## src/rtl/vin_to_axi4s.sv

```systemverilog
// rtl/vin_to_axi4s.sv - parallel video input to AXI4-Stream video converter
// Frame-synchronised capture FSM feeding a first-word-fall-through FIFO with overflow frame abort.
module vin_to_axi4s #(
  parameter int DATA_WIDTH     = 24,
  parameter int USER_WIDTH     = 1,
  parameter int FIFO_PTR_WIDTH = 6,
  parameter int COUNT_WIDTH    = 16
) (
  input  logic                   aclk,
  input  logic                   areset,
  input  logic                   ctl_enable,
  input  logic                   ctl_clear,
  input  logic                   in_vsync,
  input  logic                   in_hsync,
  input  logic                   in_de,
  input  logic [DATA_WIDTH-1:0]  in_data,
  output logic [USER_WIDTH-1:0]  m_axi4s_tuser,
  output logic                   m_axi4s_tlast,
  output logic [DATA_WIDTH-1:0]  m_axi4s_tdata,
  output logic                   m_axi4s_tvalid,
  input  logic                   m_axi4s_tready,
  output logic                   status_busy,
  output logic                   status_overflow,
  output logic [COUNT_WIDTH-1:0] status_frame_count
);

  localparam int DEPTH = 1 << FIFO_PTR_WIDTH;
  localparam int ENTRY_WIDTH = DATA_WIDTH + 2;

  typedef enum logic [1:0] {
    S_IDLE    = 2'd0,
    S_WAIT    = 2'd1,
    S_CAPTURE = 2'd2,
    S_DROP    = 2'd3
  } state_t;

  state_t                  state;
  logic                    vsync_d;
  logic                    vsync_rise;
  logic                    sof_armed;
  logic                    hold_v;
  logic                    hold_sof;
  logic [DATA_WIDTH-1:0]   hold_data;

  logic [FIFO_PTR_WIDTH:0] wr_ptr;
  logic [FIFO_PTR_WIDTH:0] wr_ptr_vis;
  logic [FIFO_PTR_WIDTH:0] rd_ptr;
  logic [ENTRY_WIDTH-1:0]  mem [DEPTH];
  logic [ENTRY_WIDTH-1:0]  head;
  logic                    full;
  logic                    push;
  logic                    pop;
  logic                    overflow;
  logic                    unused_inputs;

  assign unused_inputs = in_hsync;

  assign vsync_rise = in_vsync & ~vsync_d;
  assign push       = (state == S_CAPTURE) && hold_v;
  assign full       = (wr_ptr[FIFO_PTR_WIDTH] != rd_ptr[FIFO_PTR_WIDTH]) &&
                      (wr_ptr[FIFO_PTR_WIDTH-1:0] == rd_ptr[FIFO_PTR_WIDTH-1:0]);
  assign overflow   = push && full && !pop;

  // Reads compare against a one-cycle-delayed write pointer, so a fresh entry
  // becomes visible the cycle after it is written; full uses the real pointer.
  assign m_axi4s_tvalid = (wr_ptr_vis != rd_ptr);
  assign pop            = m_axi4s_tvalid && m_axi4s_tready;
  assign head           = mem[rd_ptr[FIFO_PTR_WIDTH-1:0]];

  always_comb begin
    m_axi4s_tuser    = '0;
    m_axi4s_tuser[0] = m_axi4s_tvalid & head[DATA_WIDTH+1];
    m_axi4s_tlast    = m_axi4s_tvalid & head[DATA_WIDTH];
    m_axi4s_tdata    = m_axi4s_tvalid ? head[DATA_WIDTH-1:0] : '0;
  end

  always_ff @(posedge aclk) begin
    if (push && !overflow) begin
      mem[wr_ptr[FIFO_PTR_WIDTH-1:0]] <= {hold_sof, ~in_de, hold_data};
    end
  end

  always_ff @(posedge aclk) begin
    if (areset) begin
      wr_ptr     <= '0;
      wr_ptr_vis <= '0;
      rd_ptr     <= '0;
    end else begin
      if (push && !overflow) begin
        wr_ptr <= wr_ptr + 1'b1;
      end
      wr_ptr_vis <= wr_ptr;
      if (pop) begin
        rd_ptr <= rd_ptr + 1'b1;
      end
    end
  end

  always_ff @(posedge aclk) begin
    if (areset) begin
      state              <= S_IDLE;
      vsync_d            <= 1'b0;
      sof_armed          <= 1'b0;
      hold_v             <= 1'b0;
      hold_sof           <= 1'b0;
      hold_data          <= '0;
      status_busy        <= 1'b0;
      status_overflow    <= 1'b0;
      status_frame_count <= '0;
    end else begin
      vsync_d <= in_vsync;
      hold_v  <= 1'b0;

      if (overflow) begin
        status_overflow <= 1'b1;
      end else if (ctl_clear) begin
        status_overflow <= 1'b0;
      end

      case (state)
        S_IDLE: begin
          if (ctl_enable) begin
            state <= S_WAIT;
          end
        end
        S_WAIT: begin
          if (vsync_rise) begin
            state       <= S_CAPTURE;
            sof_armed   <= 1'b1;
            status_busy <= 1'b1;
          end
        end
        S_CAPTURE: begin
          if (overflow) begin
            state       <= S_DROP;
            status_busy <= 1'b0;
          end else begin
            if (in_de) begin
              hold_v    <= 1'b1;
              hold_data <= in_data;
              hold_sof  <= sof_armed;
              sof_armed <= 1'b0;
            end
            if (vsync_rise) begin
              status_frame_count <= status_frame_count + 1'b1;
              if (ctl_enable) begin
                sof_armed <= 1'b1;
              end else begin
                state       <= S_IDLE;
                status_busy <= 1'b0;
              end
            end
          end
        end
        S_DROP: begin
          if (vsync_rise) begin
            if (ctl_enable) begin
              state       <= S_CAPTURE;
              sof_armed   <= 1'b1;
              status_busy <= 1'b1;
            end else begin
              state <= S_IDLE;
            end
          end
        end
        default: begin
          state       <= S_IDLE;
          status_busy <= 1'b0;
        end
      endcase
    end
  end

endmodule

```

## config.mk

```make
export PLATFORM = sky130hd
export DESIGN_NAME = vin_to_axi4s
export DESIGN_NICKNAME = d
export VERILOG_FILES = /design/src/rtl/vin_to_axi4s.sv
export SDC_FILE = /design/constraint.sdc
export NUM_CORES = 2
export LEC_CHECK = 0
export CAP_MARGIN = 20
export CORE_UTILIZATION = 60
export CTS_BUF_LIST = sky130_fd_sc_hd__clkbuf_16
export DETAILED_ROUTE_END_ITERATION = 6
export PLACE_DENSITY = 0.73
export SETUP_SLACK_MARGIN = 0.2
export SYNTH_ARGS = -nofsm -noshare
export SYNTH_HDL_FRONTEND = slang
export SYNTH_SLANG_ARGS = --single-unit
```

## constraint.sdc

```tcl
create_clock -name aclk -period 4.6 [get_ports aclk]
set_input_delay 0.92 -clock aclk [delete_from_list [all_inputs] [get_ports aclk]]
set_output_delay 0.92 -clock aclk [all_outputs]
set_load 0.01 [all_outputs]
```

# Yosys cells after proc, flatten, opt, wreduce, memory -nomap -nowiden
# Memories as Yosys holds them, arrays and structs flattened. A register that Yosys moved wholly into a read port is not among the register bits.
# Index checks and enable logic that the tools add are counted.
# word_totals
ff_bits,69
ramBits,1664
in_bits,32
out_inout_bits,45
word_cells,81
memories,1
# memory_table
name,words,width,read_ports,rd_clocked_by_memory_dff,write_ports,line,source
mem,64,26,1,1,1,48,logic [ENTRY_WIDTH-1:0] mem [DEPTH];
# op_classes
addsub,3
n_eq_ne,13
n_mux,28
bitwise_logic,7
n_reduce_logical,17
# ops
operator,n
$mux W24,1
$add A16 B1 Y16 const B,1
$mux W1,15
$add A7 B1 Y7 const B,2
$mux W2,7
$mux W6,2
$ne A2 B2 Y1 const B,5
$reduce_and A5 Y1,2
$pmux W2 S4,1
$ne A7 B7 Y1,1
$eq A6 B6 Y1,1
$logic_and A1 B1 Y1,6
$ne A3 B3 Y1 const B,2
$pmux W1 S3,2
$reduce_and A3 Y1,2
$reduce_and A6 Y1,1
$eq A2 B2 Y1 const B,2
$not A1 Y1,4
$and A1 B1 Y1,3
$reduce_bool A3 Y1,1
$reduce_or A3 Y1,1
$eq A2 B1 Y1 const B,1
$logic_not A1 Y1,2
$logic_not A2 Y1,1
2 further kinds,2

# Longest topological paths before layout
# logic_depth
depth_word,8
mapped_depth,10
mapped_depth_nobuf,7

# Worst setup path after synthesis
# No wires, ideal clock.
# synth_timing
path_kind,input to register
start,input m_axi4s_tready
end,"memory mem[63][0] (netlist bit), enable pin"
setup_ns,0.409
arrival_time_ns,2.955
required_ns,4.191
path_slack_ns,1.236
stages,5
path_buffers,1
path_cell_list,o21ai_1 > buf_2 > a211oi_1 > nand3_1 > nor2_1
# synth_via
elab_chain_cells,7
# synth_rtl
item,line,source
start: declaration,21,"input logic m_axi4s_tready,"
$logic_and A1 B1 Y1,67,assign pop = m_axi4s_tvalid && m_axi4s_tready;
$logic_not A1 Y1,62,assign overflow = push && full && !pop;
$logic_and A1 B1 Y1,62,
$logic_not A1 Y1,78,if (push && !overflow) begin
$logic_and A1 B1 Y1,78,
$mux W1,78,
$mux W1 (not written as such),79,"mem[wr_ptr[FIFO_PTR_WIDTH-1:0]] <= {hold_sof, ~in_de, hold_data};"
end: declaration,48,
# Every way passes these cells.

==> summary.txt <==
Synth
  – Synthesized area: 66840 µm²
  – Area leader, netlist: edfxtp_1
  – Ys async rst share: 0%
  – Top FF cell, synth: edfxtp_1
  – Post-Syn Instances: 3071
  – Top cells by area, synth: edfxtp_1, mux4_2, dfxtp_1
  – Part of the Yosys area used for sequential elements: 77.00%
  – Total nets after synthesis: 3106
  – Post-synth top area share: 74.76%
  – Ys Warns: 0
  – Synth Register Bits: 1739
  – Avg Cell Area, Syn: 21.77 µm²
  – Synth unique cells: 60
  – Post-synth EDFFs: 1664

Timing
  – Setup Viol. Count Final: 0
  – Worst slew margin: 28.75%
  – Final Cycle Share: 97.73%
  – Clock Skew: 31.29 ps
  – FMAX: 222.4 MHz
  – Final Hold Viols: 0
  – Final worst path period need: 4496 ps
  – Setup TNS: 0 ps
  – Worst slew pin tran: 1066 ps
  – RSZ-0062 raised after global routing: true
  – Final Max Tran Viols: 0
  – Hold Slack: 445.0 ps

Global route
  – Total grt overflow: 0
  – Initial antenna violation count: 5
  – Largest net degree at the start of global routing: 66
  – Gr usage total: 31.75%
  – First-pass GRT wire length: 248.3 mm
  – Vias in the first global route: 34800

Worst setup path
  – Crit end category: output pin
  – CP Launch Type: register
  – Crit Path Max Fanout: 12
  – WP data arrival: 3580 ps
  – R2R depth: 7
  – Required time worst endpoint: 3680 ps
  – Type of the worst setup path: reg2out

Status
  – Outcome: finished, final reports clean

Place
  – PortBufs: 75
  – Dpl hpwl: 99.91 mm
  – Placed Area: 70890 µm²
  – Placer Congestion: 0.8445

Power
  – Gate power share: 0.6%
  – Clk pwr share: 43.9%
  – Pint: 0.02505 W
  – Pleak: 25.93 nW
  – P_sw: 0.005899 W
  – Total power: 0.03095 W
  – Switch share: 19.06%
  – Peak VDD IR: 0.2805 mV
  – Reg power frac: 55.5%
  – Total power per unit cell area: 397.0 nW/µm²

Die
  – Core area: 110500 µm²
  – IO Pins: 77
  – Die width: 335.8 µm
  – Total die area: 112700 µm²
  – Height of the die: 335.8 µm
  – Starting Density: 60.48%
  – Site Rows: 122

Routing
  – Drt via density: 6.858
  – WL/cell: 34.83 µm
  – Iteration-0 DRC Markers: 5246
  – WL final: 177.8 mm
  – Vias: 35020
  – Residual DRC count: 0
  – Antenna viol nets, final: 0
  – DR pass1 iterations: 6

Worst hold path
  – Hold path cells: 0
  – Hold Crit Class: reg2reg

CTS
  – CTS buffer count: 167
  – H-tree depth: 4
  – Clock root buffer: clkbuf_16
  – Clk_lat worst skew: 770 ps
  – CTS clk-pin slew, worst paths: 60 ps
  – CTS Sinks: 1739
  – CTS tree: built
  – CTS max path bufs: 3

Final layout
  – Final core utilization: 70.55%
  – Final Net Count: 3517
  – Fraction of layout instances using a drive strength above 1: 32.22%
  – Area growth syn-to-layout: 16.65%
  – Cell area after layout: 77970 µm²

Flow run
  – Max cap viols: 0
==> cell usage after synthesis (4+ instances only) <==
cell       number
o21ai_0        33
inv_1          14
nand2_1        63
a2111oi_0      11
o41ai_1         4
or3_1           5
nor3_1         18
o22ai_1        67
mux2i_1        94
a211o_1         5
nor2_1        134
buf_4          42
o22a_1         11
buf_1           4
nand4_1        10
mux2_2         19
dfxtp_1        75
a2111oi_2       6
xnor2_1        36
a21o_1          4
a22o_1         15
o211ai_1        6
nand2b_1       12
buf_2          68
mux4_2        400
a22oi_1         9
o221ai_1       20
nor2b_1        30
edfxtp_1     1664
buf_6          13
nand3_1        11
a21oi_1        19
mux4_1         16
a211oi_1       33
clkbuf_1       42
a31oi_1        12
==> repair_timing <==
action,4_1_cts,5_1_grt
pin swaps,6,3
setup endpoints to repair,26,21
resized for setup,115,54
buffers inserted,33,40
gates cloned,6,5
hold buffers,0,0
==> final timing paths <==
| kind | from | end | slack [ps] |
|---|---|---|---|
| max | register | m_axi4s_tdata[0] | 100 |
| min | hold_data[8]$_SDFFE_PP0P_ | mem[28][8]$_DFFE_PP_ | 440 |
| max reg2reg | wr_ptr[3]$_SDFFE_PP0P_ | mem[19][20]$_DFFE_PP_ | 840 |
| min reg2reg | hold_data[8]$_SDFFE_PP0P_ | mem[28][8]$_DFFE_PP_ | 440 |
==> power by group through the flow <==
stage	Combinational, W	Sequential (W)	Clock (W)
floorplan	0.0000423	0.0176	0
global placement	0.000161	0.0175	0
detailed placement	0.000174	0.0175	0
CTS	0.000176	0.0172	0.0136
global route	0.000193	0.0172	0.0142
finish	0.000186	0.0172	0.0136
==> cells in the final DEF, fill, tap and decap left out, types with 43 or more instances in the layout <==
master and n:
clkinv_1 48, nor2_2 52, buf_4 268, clkdlybuf4s50_1 54, o22ai_1 52, nor2_1 69, nand2_1 60, clkbuf_16 176
mux2i_1 83, mux4_2 400, edfxtp_1 1664, dfxtp_1 43
==> final cells by class <==
| type | instances | area, µm² |
|---|---|---|
| Sequential cell | 1739 | 51520 |
| Fill cell | 6418 | 32550 |
| Multi-Input combinational cell | 1144 | 14900 |
| Clock buffer | 171 | 4279 |
| Timing Repair Buffer | 416 | 4239 |
| Tap cell | 1488 | 1862 |
| Clock inverter | 132 | 1106 |
| Inverter | 14 | 52.55 |
| Antenna cell | 2 | 5.005 |
==> through the flow <==
step / instances / setup WS [ps]
after floorplan: 3071 / 1236
after global placement: 4715 / 298.4
after detailed placement: 4715 / 303.2
after CTS: 5057 / 36.97
after global routing: 5105 / 33.95
final: 5106 / 104.4
==> registers in the layout (all words and copies together), names as in the netlist, named ones only <==
signal	cells
status_overflow	1
mem	1664
wr_ptr_vis	7
rd_ptr	7
vsync_d	1
sof_armed	1
hold_sof	1
state	2
hold_data	24
status_busy	1
hold_v	1
status_frame_count	16
wr_ptr	7
==> worst max-delay path, cell delays in order, from the launching register on <==
cell             delay [ps]
dfxtp_4                 380
buf_12                  190
buf_6                   240
mux4_2                  520
mux2_2                  320
o22ai_1                 190
a211oi_1                 70
buf_4                   170
a21o_1                  210
clkdlybuf4s50_1         500
==> per-layer routing <==
| metal | GRT usage, % | vias up | wire (µm) |
|---|---|---|---|
| li1 | - | 13730 | - |
| met2 | 49.07 | 2711 | 83810 |
| met3 | 7.220 | 423 | 23050 |
| met4 | 13.14 | 4 | 7826 |
| met5 | 0 | - | 23 |
| met1 | 44.45 | 18150 | 63120 |
==> cell families (layout without fill, tap and decap cells) <==
family	Yosys count	after routing	share of synthesized area, %
flip-flops	1739	1739	77.00
multiplexers	529	529	15.83
AND/OR/NAND/NOR	304	304	2.089
AO/OA/AOI/OAI	269	269	2.872
buffers and inverters	188	733	1.634
XOR/XNOR	39	39	0.5110
adder cells (fa/ha/maj)	3	3	0.05616
other	0	2	0
Power figures use the tool's default switching activity.
